--- src/rtl/sram_like_data_responder_pkg.sv ---
// sram_like_data_responder_pkg: shared size encodings and response-entry layout
package sram_like_data_responder_pkg;

    localparam logic [1:0] SIZE_BYTE = 2'd0;
    localparam logic [1:0] SIZE_HALF = 2'd1;
    localparam logic [1:0] SIZE_WORD = 2'd2;

    localparam int DATA_W = 32;
    localparam int CNT_W  = 4;

    typedef struct packed {
        logic              wr;
        logic [DATA_W-1:0] data;
        logic [CNT_W-1:0]  cnt;
    } resp_t;

    function automatic logic [CNT_W-1:0] sat_dec(input logic [CNT_W-1:0] c);
        return (c == '0) ? c : c - CNT_W'(1);
    endfunction

endpackage

--- src/rtl/sram_like_data_responder_resp_fifo.sv ---
// sram_like_data_responder_resp_fifo: in-order response queue with per-entry delay countdown
module sram_like_data_responder_resp_fifo
    import sram_like_data_responder_pkg::*;
#(
    parameter int DEPTH = 2
) (
    input  logic              clk,
    input  logic              reset,
    input  logic              push,
    input  resp_t             push_ent,
    input  logic              pop,
    output logic [DATA_W-1:0] head_data,
    output logic              head_ready,
    output logic              empty
);

    localparam int CW = $clog2(DEPTH + 1);

    logic [CW-1:0] cnt_q, cnt_d;
    resp_t         ent_q [DEPTH];
    resp_t         ent_d [DEPTH];

    // Age every entry, drop the head on pop, then append behind the survivors on push
    always_comb begin
        cnt_d = cnt_q;
        for (int i = 0; i < DEPTH; i++) begin
            ent_d[i]     = ent_q[i];
            ent_d[i].cnt = sat_dec(ent_q[i].cnt);
        end
        if (pop) begin
            for (int i = 0; i < DEPTH - 1; i++) ent_d[i] = ent_d[i + 1];
            cnt_d = cnt_d - CW'(1);
        end
        if (push) begin
            for (int i = 0; i < DEPTH; i++) if (i == int'(cnt_d)) ent_d[i] = push_ent;
            cnt_d = cnt_d + CW'(1);
        end
    end

    assign head_data  = ent_q[0].data;
    assign empty      = (cnt_q == '0);
    assign head_ready = !empty && (ent_q[0].cnt == '0);

    // Queue storage and occupancy
    always_ff @(posedge clk) begin
        if (reset) begin
            cnt_q <= '0;
            ent_q <= '{default: '0};
        end else begin
            cnt_q <= cnt_d;
            ent_q <= ent_d;
        end
    end

    // The outstanding limit upstream must keep the queue from overflowing
    assert property (@(posedge clk) disable iff (reset) !(push && !pop && cnt_q == CW'(DEPTH)));

endmodule

--- src/rtl/sram_like_data_responder.sv ---
// sram_like_data_responder: slave end of the sram-like req/addr_ok/data_ok data interface
module sram_like_data_responder
    import sram_like_data_responder_pkg::*;
#(
    parameter int RAM_AW     = 10,
    parameter int MAX_OUTST  = 2,
    parameter int ADDR_DELAY = 0,
    parameter int DATA_DELAY = 0
) (
    input  logic              clk,
    input  logic              reset,
    input  logic              req,
    input  logic              wr,
    input  logic [1:0]        size,
    input  logic [3:0]        wstrb,
    input  logic [31:0]       addr,
    input  logic [31:0]       wdata,
    output logic              addr_ok,
    output logic              data_ok,
    output logic [31:0]       rdata,
    output logic              ram_en,
    output logic [3:0]        ram_we,
    output logic [RAM_AW-1:0] ram_addr,
    output logic [31:0]       ram_wdata,
    input  logic [31:0]       ram_rdata
);

    localparam int OW = 3;

    logic [OW-1:0]     outst_q, outst_d;
    logic [CNT_W-1:0]  wait_q, wait_d;
    logic              s_valid_q, s_valid_d;
    logic              s_wr_q, s_wr_d;
    logic [CNT_W-1:0]  s_cnt_q, s_cnt_d;
    logic              hs, bypass, push, empty, head_ready;
    logic [DATA_W-1:0] s_data, head_data;
    resp_t             push_ent;
    logic              unused_ok;

    // Accept only when a slot is free and req has been held long enough; no path from data_ok
    assign addr_ok   = req && !reset && (outst_q < OW'(MAX_OUTST)) && (wait_q == CNT_W'(ADDR_DELAY));
    assign hs        = addr_ok;

    assign ram_en    = hs;
    assign ram_we    = (hs && wr) ? wstrb : 4'b0;
    assign ram_addr  = addr[RAM_AW+1:2];
    assign ram_wdata = wdata;

    // The stage register holds the request during the RAM read cycle
    assign s_data    = s_wr_q ? '0 : ram_rdata;
    assign bypass    = s_valid_q && empty && (s_cnt_q == '0);
    assign push      = s_valid_q && !bypass;
    assign push_ent  = '{wr: s_wr_q, data: s_data, cnt: sat_dec(s_cnt_q)};

    assign data_ok   = !reset && (bypass || head_ready);
    assign rdata     = !data_ok ? '0 : bypass ? s_data : head_data;

    assign unused_ok = ^{size, addr[31:RAM_AW+2], addr[1:0]};

    sram_like_data_responder_resp_fifo #(
        .DEPTH(MAX_OUTST)
    ) u_resp_fifo (
        .clk       (clk),
        .reset     (reset),
        .push      (push),
        .push_ent  (push_ent),
        .pop       (head_ready),
        .head_data (head_data),
        .head_ready(head_ready),
        .empty     (empty)
    );

    // Next-state: address-phase wait, stage register load, outstanding count
    always_comb begin
        wait_d    = (!req || hs) ? '0 : (wait_q == CNT_W'(ADDR_DELAY)) ? wait_q : wait_q + CNT_W'(1);
        s_valid_d = hs;
        s_wr_d    = wr;
        s_cnt_d   = CNT_W'(DATA_DELAY);
        outst_d   = (hs && !data_ok) ? outst_q + OW'(1) : (!hs && data_ok) ? outst_q - OW'(1) : outst_q;
    end

    // Control state registers
    always_ff @(posedge clk) begin
        if (reset) begin
            outst_q   <= '0;
            wait_q    <= '0;
            s_valid_q <= 1'b0;
            s_wr_q    <= 1'b0;
            s_cnt_q   <= '0;
        end else begin
            outst_q   <= outst_d;
            wait_q    <= wait_d;
            s_valid_q <= s_valid_d;
            s_wr_q    <= s_wr_d;
            s_cnt_q   <= s_cnt_d;
        end
    end

    assert property (@(posedge clk) disable iff (reset) outst_q <= OW'(MAX_OUTST));

endmodule
--- config.mk ---
export PLATFORM = sky130hd
export DESIGN_NAME = sram_like_data_responder
export DESIGN_NICKNAME = d
export VERILOG_FILES = /design/src/rtl/sram_like_data_responder_pkg.sv /design/src/rtl/sram_like_data_responder_resp_fifo.sv /design/src/rtl/sram_like_data_responder.sv
export SDC_FILE = /design/constraint.sdc
export NUM_CORES = 1
export LEC_CHECK = 0
export ABC_CLOCK_PERIOD_IN_PS = 5200
export BUFFER_PORTS_ARGS = -buffer_cell sky130_fd_sc_hd__buf_4
export CORE_MARGIN = 4
export CORE_UTILIZATION = 40
export CTS_CLUSTER_SIZE = 24
export DETAILED_ROUTE_END_ITERATION = 12
export PLACE_DENSITY = 0.67
export SLEW_MARGIN = 20
export SYNTH_ARGS = -nofsm -noshare
export SYNTH_HDL_FRONTEND = slang
export SYNTH_HIERARCHICAL = 1
export SYNTH_SLANG_ARGS = --single-unit
export TNS_END_PERCENT = 5
--- constraint.sdc ---
create_clock -name clk -period 5.2 [get_ports clk]
set_input_delay 1.04 -clock clk [delete_from_list [all_inputs] [get_ports clk]]
set_output_delay 1.04 -clock clk [all_outputs]
set_load 0.01 [all_outputs]
Word level (Yosys, flattened, before mapping)
Index checks and enable logic that the tools add are counted.
Widths: inputs -> output; s select.

cells by class
  add/sub/neg operators = 7
  magnitude comparators = 1
  equal/unequal tests = 1
  multiplexer cells = 14
  reductions and logical operators = 26

operators with widths
  cell                 number
  $mux 37              3
  $mux 32              3
  $mux 74              1
  $logic_not 4->1      3
  $mux 4               3
  $logic_and 1x1->1    10
  $sub 4x1->4 const B  2
  $logic_not 1->1      6
  $mux 3               2
  $add 4x1->4 const B  1
  $logic_not 2->1      2
  $mux 2               2
  $add 3x1->3 const B  1
  $lt 3x2->1 const B   1
  $sub 3x1->3 const B  1
  $add 2x1->2 const B  1
  $eq 2x2->1 const A   1
  $logic_or 1x1->1     2
  $reduce_and 2->1     1
  $reduce_bool 2->1    1
  $reduce_or 2->1      1
  $sub 2x1->2 const B  1

word-level totals
  flip-flop bits (word level) = 85
  output and inout port bits = 81
  word-level logic and storage cells = 60

Logic depth before layout (Yosys ltp)
Gate-level depths: netlist of run 1.

  word-level depth = 8
  mapped depth = 13
  mapped depth without buffers = 11

Cells and area by module
The synthesis of run 1 kept the hierarchy.

modules (own cells, without submodules)
  module                              times used  cells an instance  area each (um^2)  sequential area each (um^2)
  sram_like_data_responder_resp_fifo  1           392                3,392.0           1,481.4
  sram_like_data_responder            1           234                1,473.9           180.2

Least setup slack after synthesis of run 1
No wires, ideal clock.

  kind = input -> output
  start point = input port reset
  end point = output port ram_we[0]
  arrival time = 1.951 ns
  setup slack = 2.209 ns
  stages = 3
  cells stage by stage = nand2b_1 > nor4b_4 > and3_1

on the way
  word-level cells in the longest chain between the ends = 6

ends and longest elaborated chain
  item                            RTL line                        text
  from (decl)                     sram_like_data_responder.sv:11  input logic reset,
  $logic_not 1->1                 sram_like_data_responder.sv:41  assign addr_ok = req && !reset && (outst_q < OW'(MAX_OUTST)) && (wait_q == CNT_W'(ADDR_DELAY));
  $logic_and 1x1->1 (3 in a row)  sram_like_data_responder.sv:41
  net addr_ok                     sram_like_data_responder.sv:18  output logic addr_ok,
  $logic_and 1x1->1               sram_like_data_responder.sv:45  assign ram_we = (hs && wr) ? wstrb : 4'b0;
  $mux 4                          sram_like_data_responder.sv:45
  to (decl)                       sram_like_data_responder.sv:22  output logic [3:0] ram_we,

The timed path passes the listed nets, and every way through them passes these cells.

Final worst setup path of run 1
  start point = register u_resp_fifo/ent_q[37] in the netlist's numbering
  end point = output port rdata[26]

on the way
  word-level cells in the longest chain between the ends = 5

ends and longest elaborated chain
  item                    RTL line                                  text
  from (decl)             sram_like_data_responder_resp_fifo.sv:20  resp_t ent_q [DEPTH];
  from (signal assigned)  sram_like_data_responder_resp_fifo.sv:51  ent_q <= ent_d;
  $logic_not 4->1         sram_like_data_responder_resp_fifo.sv:42  assign head_ready = !empty && (ent_q[0].cnt == '0);
  $logic_and 1x1->1       sram_like_data_responder_resp_fifo.sv:42
  net head_ready          sram_like_data_responder.sv:35            logic hs, bypass, push, empty, head_ready;
  $logic_or 1x1->1        sram_like_data_responder.sv:55            assign data_ok = !reset && (bypass || head_ready);
  $logic_and 1x1->1       sram_like_data_responder.sv:55
  $mux 32                 sram_like_data_responder.sv:56            assign rdata = !data_ok ? '0 : bypass ? s_data : head_data;
  to (decl)               sram_like_data_responder.sv:20            output logic [31:0] rdata,

The timed path passes the listed nets, and every way through them passes these cells.

==> results of run 1 <==
## critical path, delay by kind of cell, from the launching register on
family | cells | cell delay (ps)
AND/OR/NAND/NOR | 2 | 890
AO/OA/AOI/OAI | 2 | 700
flip-flops | 1 | 350
buffers and inverters | 2 | 240
adder cells (fa/ha/maj) | 1 | 200
## final cells by class
cell class,instances,area share
multi-input combinational,422,0.4646
sequential,83,0.3157
timing repair buffer,84,0.1198
clock buffer,12,0.04684
tap,147,0.03495
clock inverter,4,0.009510
inverter,12,0.008559
## state kept, by name, indices dropped and copies added, names as in the netlist
name and cells:
wait_q 4, s_wr_q 1, s_valid_q 1, u_resp_fifo/head_data 32
u_resp_fifo/cnt_q 2, outst_q 3, u_resp_fifo/ent_q 40
## per-stage QoR
step                      cell area [sq um]  power [uW]  setup WS (ps)
after floorplan                        4892        1480           2209
after global placement                 4961        1574           1512
after detailed placement               4966        1612           1411
after CTS                              5263        2253           1406
after global routing                   5263        2377           1204
final                                  5263        2220           1440
## placed cells by master (no fill, tap or decap), types with 3 or more instances in the layout
cell type,synthesis,layout
nand2_1,138,137
buf_4,79,84
dfxtp_1,83,83
a21oi_1,70,70
nor2_1,43,43
mux2i_1,36,36
a211oi_1,36,36
nor2b_1,36,35
inv_1,12,12
clkbuf_16,0,9
ha_1,8,8
conb_1,1,8
and3_1,4,4
xnor2_1,4,4
and2_1,3,3
o211ai_1,3,3
xor2_1,3,3
o21ai_0,3,3
nand3b_1,3,3
## routing by layer
metal / vias up / global-route usage / share of wire
met5: - / 0 / 0
li1: 1956 / - / -
met3: 23 / 0.04163 / 0.060
met1: 1800 / 0.1871 / 0.43
met4: 0 / 0.04542 / 0.012
met2: 119 / 0.2815 / 0.50
## worst paths after layout
path                            to                  start  slack [ps]
max                      rdata[26]  u_resp_fifo/ent_q[37]        1440
min          u_resp_fifo/ent_q[19]  u_resp_fifo/ent_q[19]         450
max reg2reg             outst_q[2]  u_resp_fifo/ent_q[37]        1810
min reg2reg  u_resp_fifo/ent_q[19]  u_resp_fifo/ent_q[19]         450
## cell families (layout without fill, tap and decap cells)
logic type                 Yosys count  count (layout)  synth area share
muxes                               37              37           0.07637
DFF                                 83              83            0.3415
adders and majority gates            9               9           0.02469
AOI/OAI and AO/OA                  118             118            0.1466
xor gates and xnor gates             8               8           0.01594
buffers and inverters              128             112            0.1661
and+or+nand+nor                    242             242            0.2281
other                                1               8         0.0007707
## power by group
group | switching, uW | leakage (uW) | total, uW | internal (uW)
sequential | 71.1 | 0.000672 | 792 | 720
combinational | 464 | 0.00111 | 800 | 335
clock | 244 | 0.000139 | 629 | 384
total | 780 | 0.00192 | 2220 | 1440
==> impl_metrics.tcl, run 1 <==
set metrics [dict create \
    ant_nets 0 \
    skew_ps 5.556 \
    maxCapViolCount 0 \
    seqCellArea_sq_mm 0.001662 \
    critical_path_peak_fanout 34 \
    cts-root-buf "clkbuf_16" \
    cp.required_ps 4160 \
    drtPass1Iterations 4 \
    synth_top_cell_by_area "dfxtp_1" \
    cp_slowest_stage_delay_ps 560 \
    drt-initial-drc-count 171 \
    dp_hpwl_microns 6913 \
    area_growth_syn_to_layout_pct 8.151 \
    tns_ps 0 \
    drive_above_1_share 0.1783 \
    final_nets 727 \
    grt_start_max_net_pins 82 \
    cp-end-kind "output pin" \
    status "finished, final reports clean" \
    hold_buffers 0 \
    die_w_microns 118.3 \
    slowest_stage "nor2b_4" \
    synth_most_common_cell "nand2_1" \
    detail_route.vias_per_cell 5.102 \
    period_share 0.7230 \
    gp_congestion 0.7122 \
    synth.avg_cell_area_sq_um 7.773 \
    worst_pin_slew_ps 964.7 \
    fillCellCount 1195 \
    cts_resized 0 \
    post-route-util 0.4400 \
    powerDensity_mw_per_mm2 421.8 \
    wl_per_cell_microns 14.52 \
    instances_no_fill 764 \
    die_y_microns 118.3 \
    cts-buffers-inserted 9 \
    maxSlewViolCount 0 \
    cts_max_path_buffers 2 \
    die_area_sq_mm 0.01399 \
    multi_input_area_sq_mm 0.002445 \
    async_flop_share 0 \
    num_vias 3898 \
    track_usage 0.1584 \
    synth_commonest_cells "nand2_1 (138), dfxtp_1 (83), buf_4 (79)" \
    hold_violations 0 \
    p_leak_uw 0.001918 \
    io_buffer_count 78 \
    path_clk_slew_ps 60 \
    cp_cell_sequence "inv_1 -> ha_1 -> nor3b_2 -> nor2b_4 -> o21bai_4 -> a21oi_1 -> buf_4" \
    min_path_cells 2 \
    core_area_sq_mm 0.01196 \
    synth_area_sq_mm 0.004866 \
    ios 187 \
    ys_types 42 \
    yosysWarnings 6 \
    hold_path.class "flip-flop to flip-flop" \
    synthTopCellsByArea "dfxtp_1 (34%), buf_4 (12%), nand2_1 (11%)" \
    cts_tree "done" \
    hold_ws_ps 453.7 \
    vdd_drop_max_mv 0.2076 \
    post_cts_buffers 0 \
    antennaDiodeCount 0 \
    clock_latency_ps 330 \
    initial_utilization 0.4068 \
    fmaxAchievable_mhz 266.0 \
    synth_seq_cells 83 \
    worstSetupPathType "flip-flop to output pin" \
    synth_flop_cell "dfxtp_1" \
    grt_pass1_wl_microns 18180 \
    first_global_vias 3824 \
    yosys.area.top_type_share 0.3415 \
    cts_max_level 3 \
    dp.cells 748 \
    slew_headroom 0.3552 \
    worstRegToRegCells 11 \
    cts.sinks 83 \
    final.min_clock_period_ps 3760 \
    antenna_found_initial 0 \
    rsz0062_at_grt "no" \
    wl_microns 11090 \
    finalSetupViolCount 0 \
    start_kind "flip-flop" \
    synth-seq-area-share 0.3415 \
    grt-ovfl-total 0 \
    drc 0 \
    synth_edf_count 0 \
    cp.arrival_ps 2720 \
    syn_inst 626 \
    num_rows 40 \
]
No activity file was read; power rests on OpenSTA's default activity.
==> inputs of run 2 (changes only) <==
--- a/config.mk
+++ b/config.mk
@@ -5,13 +5,14 @@
 export SDC_FILE = /design/constraint.sdc
 export NUM_CORES = 1
 export LEC_CHECK = 0
-export ABC_CLOCK_PERIOD_IN_PS = 5200
+export ABC_AREA = 1
+export ABC_CLOCK_PERIOD_IN_PS = 3350
 export BUFFER_PORTS_ARGS = -buffer_cell sky130_fd_sc_hd__buf_4
 export CORE_MARGIN = 4
 export CORE_UTILIZATION = 40
 export CTS_CLUSTER_SIZE = 24
 export DETAILED_ROUTE_END_ITERATION = 12
-export PLACE_DENSITY = 0.67
+export PLACE_DENSITY = 0.7
 export SLEW_MARGIN = 20
 export SYNTH_ARGS = -nofsm -noshare
 export SYNTH_HDL_FRONTEND = slang
==> constraint.sdc (replaced) <==
create_clock -name clk -period 3.35 [get_ports clk]
set_input_delay 0.67 -clock clk [delete_from_list [all_inputs] [get_ports clk]]
set_output_delay 0.67 -clock clk [all_outputs]
set_load 0.01 [all_outputs]
==> run 2 against run 1 <==
  * Non-clock buffer count up 5
  * Wire length down 2.8%
  * Synthesized cell count up 20%
  * Highest routed layer unchanged
==> impl_metrics.tcl, run 2 <==
set metrics [dict create \
    status "finished, final reports clean" \
    area_growth_syn_to_layout_pct 8.270 \
    gp_congestion 0.7762 \
    cp_slowest_stage_delay_ps 780 \
    synth-seq-area-share 0.3359 \
    maxCapViolCount 0 \
    drc 0 \
    worst_pin_slew_ps 984.0 \
    synth_flop_cell "dfxtp_1" \
    worst_slack_ps 237.3 \
    synth_area_sq_mm 0.004947 \
    worstSetupPathType "flip-flop to output pin" \
    skew_ps 8.702 \
    synthTopCellsByArea "dfxtp_1 (34%), buf_4 (13%), nand2_1 (13%)" \
    syn_inst 750 \
    layout_common_cells "nand2_1 (168), nor2_1 (118), buf_4 (89), dfxtp_1 (83), inv_1 (70)" \
    hold_buffers 0 \
    wl_microns 10780 \
    path_clk_slew_ps 60 \
    fillCellCount 1277 \
    ys_types 32 \
    async_flop_share 0 \
    dp_slack_ps 437.6 \
    cp_cell_sequence "inv_1 -> ha_1 -> nand2_1 -> nor2_2 -> o21ai_4 -> a21oi_1 -> buf_4" \
    rsz0062_at_grt "no" \
    fmaxAchievable_mhz 321.3 \
    track_usage 0.1527 \
    worst-path-buf-inv 2 \
    first_global_vias 3851 \
    cp.required_ps 2680 \
    num_rows 40 \
    wl_per_cell_microns 11.80 \
    yosysWarnings 6 \
    cts_resized 0 \
    tns_ps 0 \
    cts_max_path_buffers 2 \
    cp.arrival_ps 2440 \
    post_cts_buffers 0 \
    die_w_microns 119.2 \
    synth_commonest_cells "nand2_1 (168), nor2_1 (119), buf_4 (86)" \
    detail_route.vias_per_cell 4.660 \
    grt_start_max_net_pins 71 \
    drtPass1Iterations 7 \
    io_buffer_count 78 \
    cts_max_level 3 \
    largest_reg_flops 40 \
    grt_pass1_wl_microns 18260 \
    cts-buffers-inserted 9 \
    ant_nets 0 \
    final_nets 856 \
    final.min_clock_period_ps 3113 \
    hold_violations 0 \
    core_area_sq_mm 0.01206 \
    cp-end-kind "output pin" \
    vdd_drop_max_mv 0.3330 \
    final_common_cell "nand2_1" \
    dp_hpwl_microns 7100 \
    drive_above_1_share 0.1528 \
    seqCellArea_sq_mm 0.001662 \
    finalSetupViolCount 0 \
    regMostFlops "u_resp_fifo/ent_q" \
    cts_tree "done" \
    initial_utilization 0.4102 \
    cts-root-buf "clkbuf_16" \
    start_kind "flip-flop" \
    synth.avg_cell_area_sq_um 6.596 \
    grt-ovfl-total 0 \
    instances_no_fill 914 \
    synth_seq_cells 83 \
    die_area_sq_mm 0.01421 \
    critical_path_peak_fanout 34 \
    critical-path-top-delay-family "compound AO/OA/AOI/OAI gates" \
    multi_input_area_sq_mm 0.002232 \
    num_vias 4259 \
    yosys.area.top_type_share 0.3359 \
    synth_top_cell_by_area "dfxtp_1" \
    p_leak_uw 0.002291 \
    maxSlewViolCount 0 \
    drt-initial-drc-count 264 \
    powerDensity_mw_per_mm2 460.4 \
    die_y_microns 119.2 \
    slew_headroom 0.3415 \
    synth_most_common_cell "nand2_1" \
    slowest_stage "o21ai_4" \
    antenna_found_initial 0 \
    cts.sinks 83 \
    synth_edf_count 0 \
    antennaDiodeCount 0 \
    hold_path.class "flip-flop to flip-flop" \
    period_share 0.9292 \
    clock_latency_ps 340 \
    dp.cells 898 \
    ios 187 \
]
run 2: cell count changes in the layout (fill, tap and decap cells not counted), moves of 31 or more:
cell | previous run | this run
mux2i_1 | 36 | 0
a211oi_1 | 36 | 0
nor2b_1 | 35 | 0
a21oi_1 | 70 | 39
o21ai_0 | 3 | 59
nor2_1 | 43 | 118
inv_1 | 12 | 70
a31oi_1 | 0 | 32
nand2_1 | 137 | 168
run 2: power by group:
part | switching, uW | internal, uW | total [uW] | leakage, uW
registers | 20.1 | 1020 | 1040 | 0.000670
logic | 254 | 157 | 411 | 0.00147
clock network | 426 | 589 | 1020 | 0.000149
run 2: per-stage QoR:
step	instance area [sq um]	total power (uW)	hold WS, ps	util
finish	5356	2466	468.7	0.4441
global route	5356	2602	490.6	0.4441
CTS	5356	2488	467.3	0.4441
detailed placement	5051	1474	464.1	0.4188
global placement	5051	1466	455.9	0.4188
floorplan	4974	1418	442.3	-
run 2: worst min-delay path, delay by kind of cell, from the launching register on:
family / cells / cell delay (ps)
simple gates: 1 / 50
compound gates: 1 / 70
flops: 1 / 310
run 2: layout make-up:
cell class | count | share of cell area
clock inverter | 7 | 0.01495
sequential | 83 | 0.3102
tap | 168 | 0.03924
multi-input combinational | 484 | 0.4167
clock buffer | 9 | 0.04205
inverter | 74 | 0.05209
timing repair buffer | 89 | 0.1247
run 2: final timing paths:
path                                            start                        to  slack (ps)  cells past startpoint
worst min-delay path             u_resp_fifo/ent_q[4]  u_resp_fifo/head_data[0]         470                      2
worst max-delay path            u_resp_fifo/ent_q[37]                  rdata[0]         240                      7
worst min register to register   u_resp_fifo/ent_q[4]  u_resp_fifo/head_data[0]         470                      2
worst max register to register  u_resp_fifo/ent_q[37]                outst_q[2]         470                     13
run 2: cells by family (layout without fill, tap and decap cells):
| logic type | count (synthesis) | in the layout | share of synthesized area |
|---|---|---|---|
| flip-flops | 83 | 83 | 0.3359 |
| adder cells (fa/ha/maj) | 9 | 9 | 0.02428 |
| buffers and inverters | 190 | 179 | 0.2188 |
| XOR/XNOR | 4 | 4 | 0.008601 |
| AND/OR/NAND/NOR | 317 | 317 | 0.2516 |
| other | 1 | 8 | 0.0007580 |
| AO/OA/AOI/OAI | 146 | 146 | 0.1601 |
run 2: layer usage:
| metal | GRT usage | vias to the layer above | part of all wire |
|---|---|---|---|
| met1 | 0.2102 | 1853 | 0.49 |
| li1 | - | 2274 | - |
| met5 | 0 | - | 0 |
| met4 | 0.02534 | 0 | 0.0063 |
| met3 | 0.04131 | 11 | 0.065 |
| met2 | 0.2434 | 121 | 0.43 |
==> inputs of run 3 (changes only) <==
--- a/config.mk
+++ b/config.mk
@@ -9,10 +9,10 @@
 export ABC_CLOCK_PERIOD_IN_PS = 3350
 export BUFFER_PORTS_ARGS = -buffer_cell sky130_fd_sc_hd__buf_4
 export CORE_MARGIN = 4
-export CORE_UTILIZATION = 40
+export CORE_UTILIZATION = 35
 export CTS_CLUSTER_SIZE = 24
 export DETAILED_ROUTE_END_ITERATION = 12
-export PLACE_DENSITY = 0.7
+export PLACE_DENSITY = 0.63
 export SLEW_MARGIN = 20
 export SYNTH_ARGS = -nofsm -noshare
 export SYNTH_HDL_FRONTEND = slang
==> constraint.sdc (replaced) <==
create_clock -name clk -period 3.35 [get_ports clk]
set_input_delay 0.5025 -clock clk [delete_from_list [all_inputs] [get_ports clk]]
set_output_delay 0.5025 -clock clk [all_outputs]
set_load 0.01 [all_outputs]
==> run 3 against run 2 <==
  * Cell area up 0.70%
  * Worst setup slack better by 220 ps
  * Utilization decreased by 5.5 points
  * Combinational power is 2% higher
  * Final cell count increased by 1.5%
  * Register-to-register slack improved by 270 ps
  * Largest cell class unchanged
  * Largest power group unchanged
  * Highest routed layer unchanged
==> impl_metrics.tcl, run 3 (synthesis gave the netlist of run 2 again) <==
set metrics [dict create \
    status "finished, final reports clean" \
    cp_common_cell "buf_4" \
    clock_latency_ps 340 \
    power_frac_clock 0.402 \
    cp_cell_sequence "inv_1 -> ha_1 -> nand2_1 -> nor2_4 -> buf_4 -> o21ai_4 -> buf_4 -> a21oi_1 -> buf_4" \
    fillCellCount 1493 \
    final_common_cell "nand2_1" \
    maxSlewViolCount 0 \
    p_leak_uw 0.002302 \
    ios 187 \
    start_kind "flip-flop" \
    dp_slack_ps 725.2 \
    tns_ps 0 \
    hp-start "reset" \
    final_nets 858 \
    final.min_clock_period_ps 2895 \
    cts-root-buf "clkbuf_16" \
    antenna_found_initial 0 \
    wl_per_cell_microns 11.64 \
    initial_utilization 0.3564 \
    critical-path-top-delay-family "buffers and inverters" \
    cp.arrival_ps 2390 \
    worst_slack_ps 454.9 \
    first_global_vias 4022 \
    startpoint "u_resp_fifo/ent_q[37]" \
    drt-initial-drc-count 371 \
    layout_common_cells "nand2_1 (168), nor2_1 (118), buf_4 (90), dfxtp_1 (83), inv_1 (70)" \
    io_buffer_count 78 \
    highest_layer "met4" \
    drive_above_1_share 0.1537 \
    ant_nets 0 \
    num_vias 4287 \
    cts_max_level 3 \
    endpoint "rdata[6]" \
    vdd_drop_max_mv 0.2878 \
    hold_path.class "input port to flip-flop" \
    fmaxAchievable_mhz 345.4 \
    grt_start_max_net_pins 71 \
    placed_area_sq_mm 0.005099 \
    worstSetupPathType "flip-flop to output pin" \
    maxCapViolCount 0 \
    worst-path-buf-inv 4 \
    instances_no_fill 928 \
    detail_route.vias_per_cell 4.620 \
    track_usage 0.1393 \
    cts-buffers-inserted 9 \
    die_y_microns 126.9 \
    hold_violations 0 \
    drtPass1Iterations 5 \
    seqCellArea_sq_mm 0.001662 \
    die_w_microns 126.9 \
    core_area_sq_mm 0.01388 \
    rsz0062_at_grt "no" \
    post-route-util 0.3886 \
    wl_met2_microns 4566 \
    largest_reg_flops 40 \
    design_area_sq_mm 0.005394 \
    cp-end-kind "output pin" \
    wl_met1_microns 5311 \
    cp.required_ps 2850 \
    r2r_end "u_resp_fifo/ent_q[8]" \
    dp.cells 912 \
    area_growth_syn_to_layout_pct 9.029 \
    powerDensity_mw_per_mm2 452.0 \
    cts_resized 0 \
    period_share 0.8642 \
    finalSetupViolCount 0 \
    dp_hpwl_microns 7207 \
    reg2reg_from "u_resp_fifo/ent_q[37]" \
    seq_power_share 0.426 \
    drc 0 \
    slew_headroom 0.4783 \
    num_rows 43 \
    antennaDiodeCount 0 \
    regMostFlops "u_resp_fifo/ent_q" \
    comb_power_share 0.172 \
    path_clk_slew_ps 60 \
    cts_max_path_buffers 2 \
    cts.sinks 83 \
    die_area_sq_mm 0.01610 \
    worst_pin_slew_ps 781.6 \
    worstRegToRegCells 11 \
    critical_path_peak_fanout 17 \
    p_int_uw 1772 \
    gp_congestion 0.7710 \
    hold_buffers 0 \
    dr_wl_met3_microns 773 \
    multi_input_area_sq_mm 0.002237 \
    slowest_stage "nor2_4" \
    skew_ps 6.792 \
    crit_cells 9 \
    p_sw_uw 666.3 \
    cp_slowest_stage_delay_ps 330 \
    ff2ff_setup_slack_ps 740 \
    grt_pass1_wl_microns 18650 \
    cts_tree "done" \
    p_sw_frac 0.2733 \
    post_cts_buffers 0 \
    wl_microns 10800 \
    grt-ovfl-total 0 \
]
run 3: final cells by class:
cell class,count,area share
Multi-Input combinational cell,484,0.4148
Sequential cell,83,0.3080
Timing Repair Buffer,91,0.1290
Inverter,74,0.05173
Clock buffer,11,0.04500
Tap cell,180,0.04175
Clock inverter,5,0.009743
run 3: worst min-delay path by stage:
stage	endpoint	slack [ps]	depth (start not counted)
final	s_wr_q	380	2
after global routing	s_wr_q	390	2
after detailed placement	u_resp_fifo/head_data[14]	460	2
after global placement	wait_q[3]	460	2
after floorplan	wait_q[3]	440	2
after CTS	s_wr_q	380	2
run 3: per-layer routing:
metal  track usage  vias up
met1        0.1838     1870
met2        0.2217      127
met5             0        -
met4       0.04416        0
li1              -     2274
met3       0.03747       16
run 3: metrics by stage:
| stage | hold slack [ps] | power [uW] |
|---|---|---|
| 6_report | 384.9 | 2438 |
| 5_1_grt | 394.2 | 2582 |
| 4_1_cts | 383.6 | 2462 |
| 3_5_place_dp | 462.3 | 1481 |
| 3_3_place_gp | 457.6 | 1474 |
| 2_1_floorplan | 442.3 | 1418 |
run 3: worst register-to-register path: stages (launching register included):
cell     delay [ps]
dfxtp_1         300
inv_1           110
ha_1            260
nand2_1         150
nor2_4          330
nand2_1          80
o21ai_0         150
ha_1            210
nand2_1         210
inv_2           520
nor2_1           90
nor2_1          130
run 3: power groups by stage:
stage               combinational (uW)  sequential (uW)  clock [uW]
floorplan                          364             1050           0
global placement                   415             1060           0
detailed placement                 420             1060           0
CTS                                422             1040        1000
global route                       492             1040        1050
finish                             419             1040         980
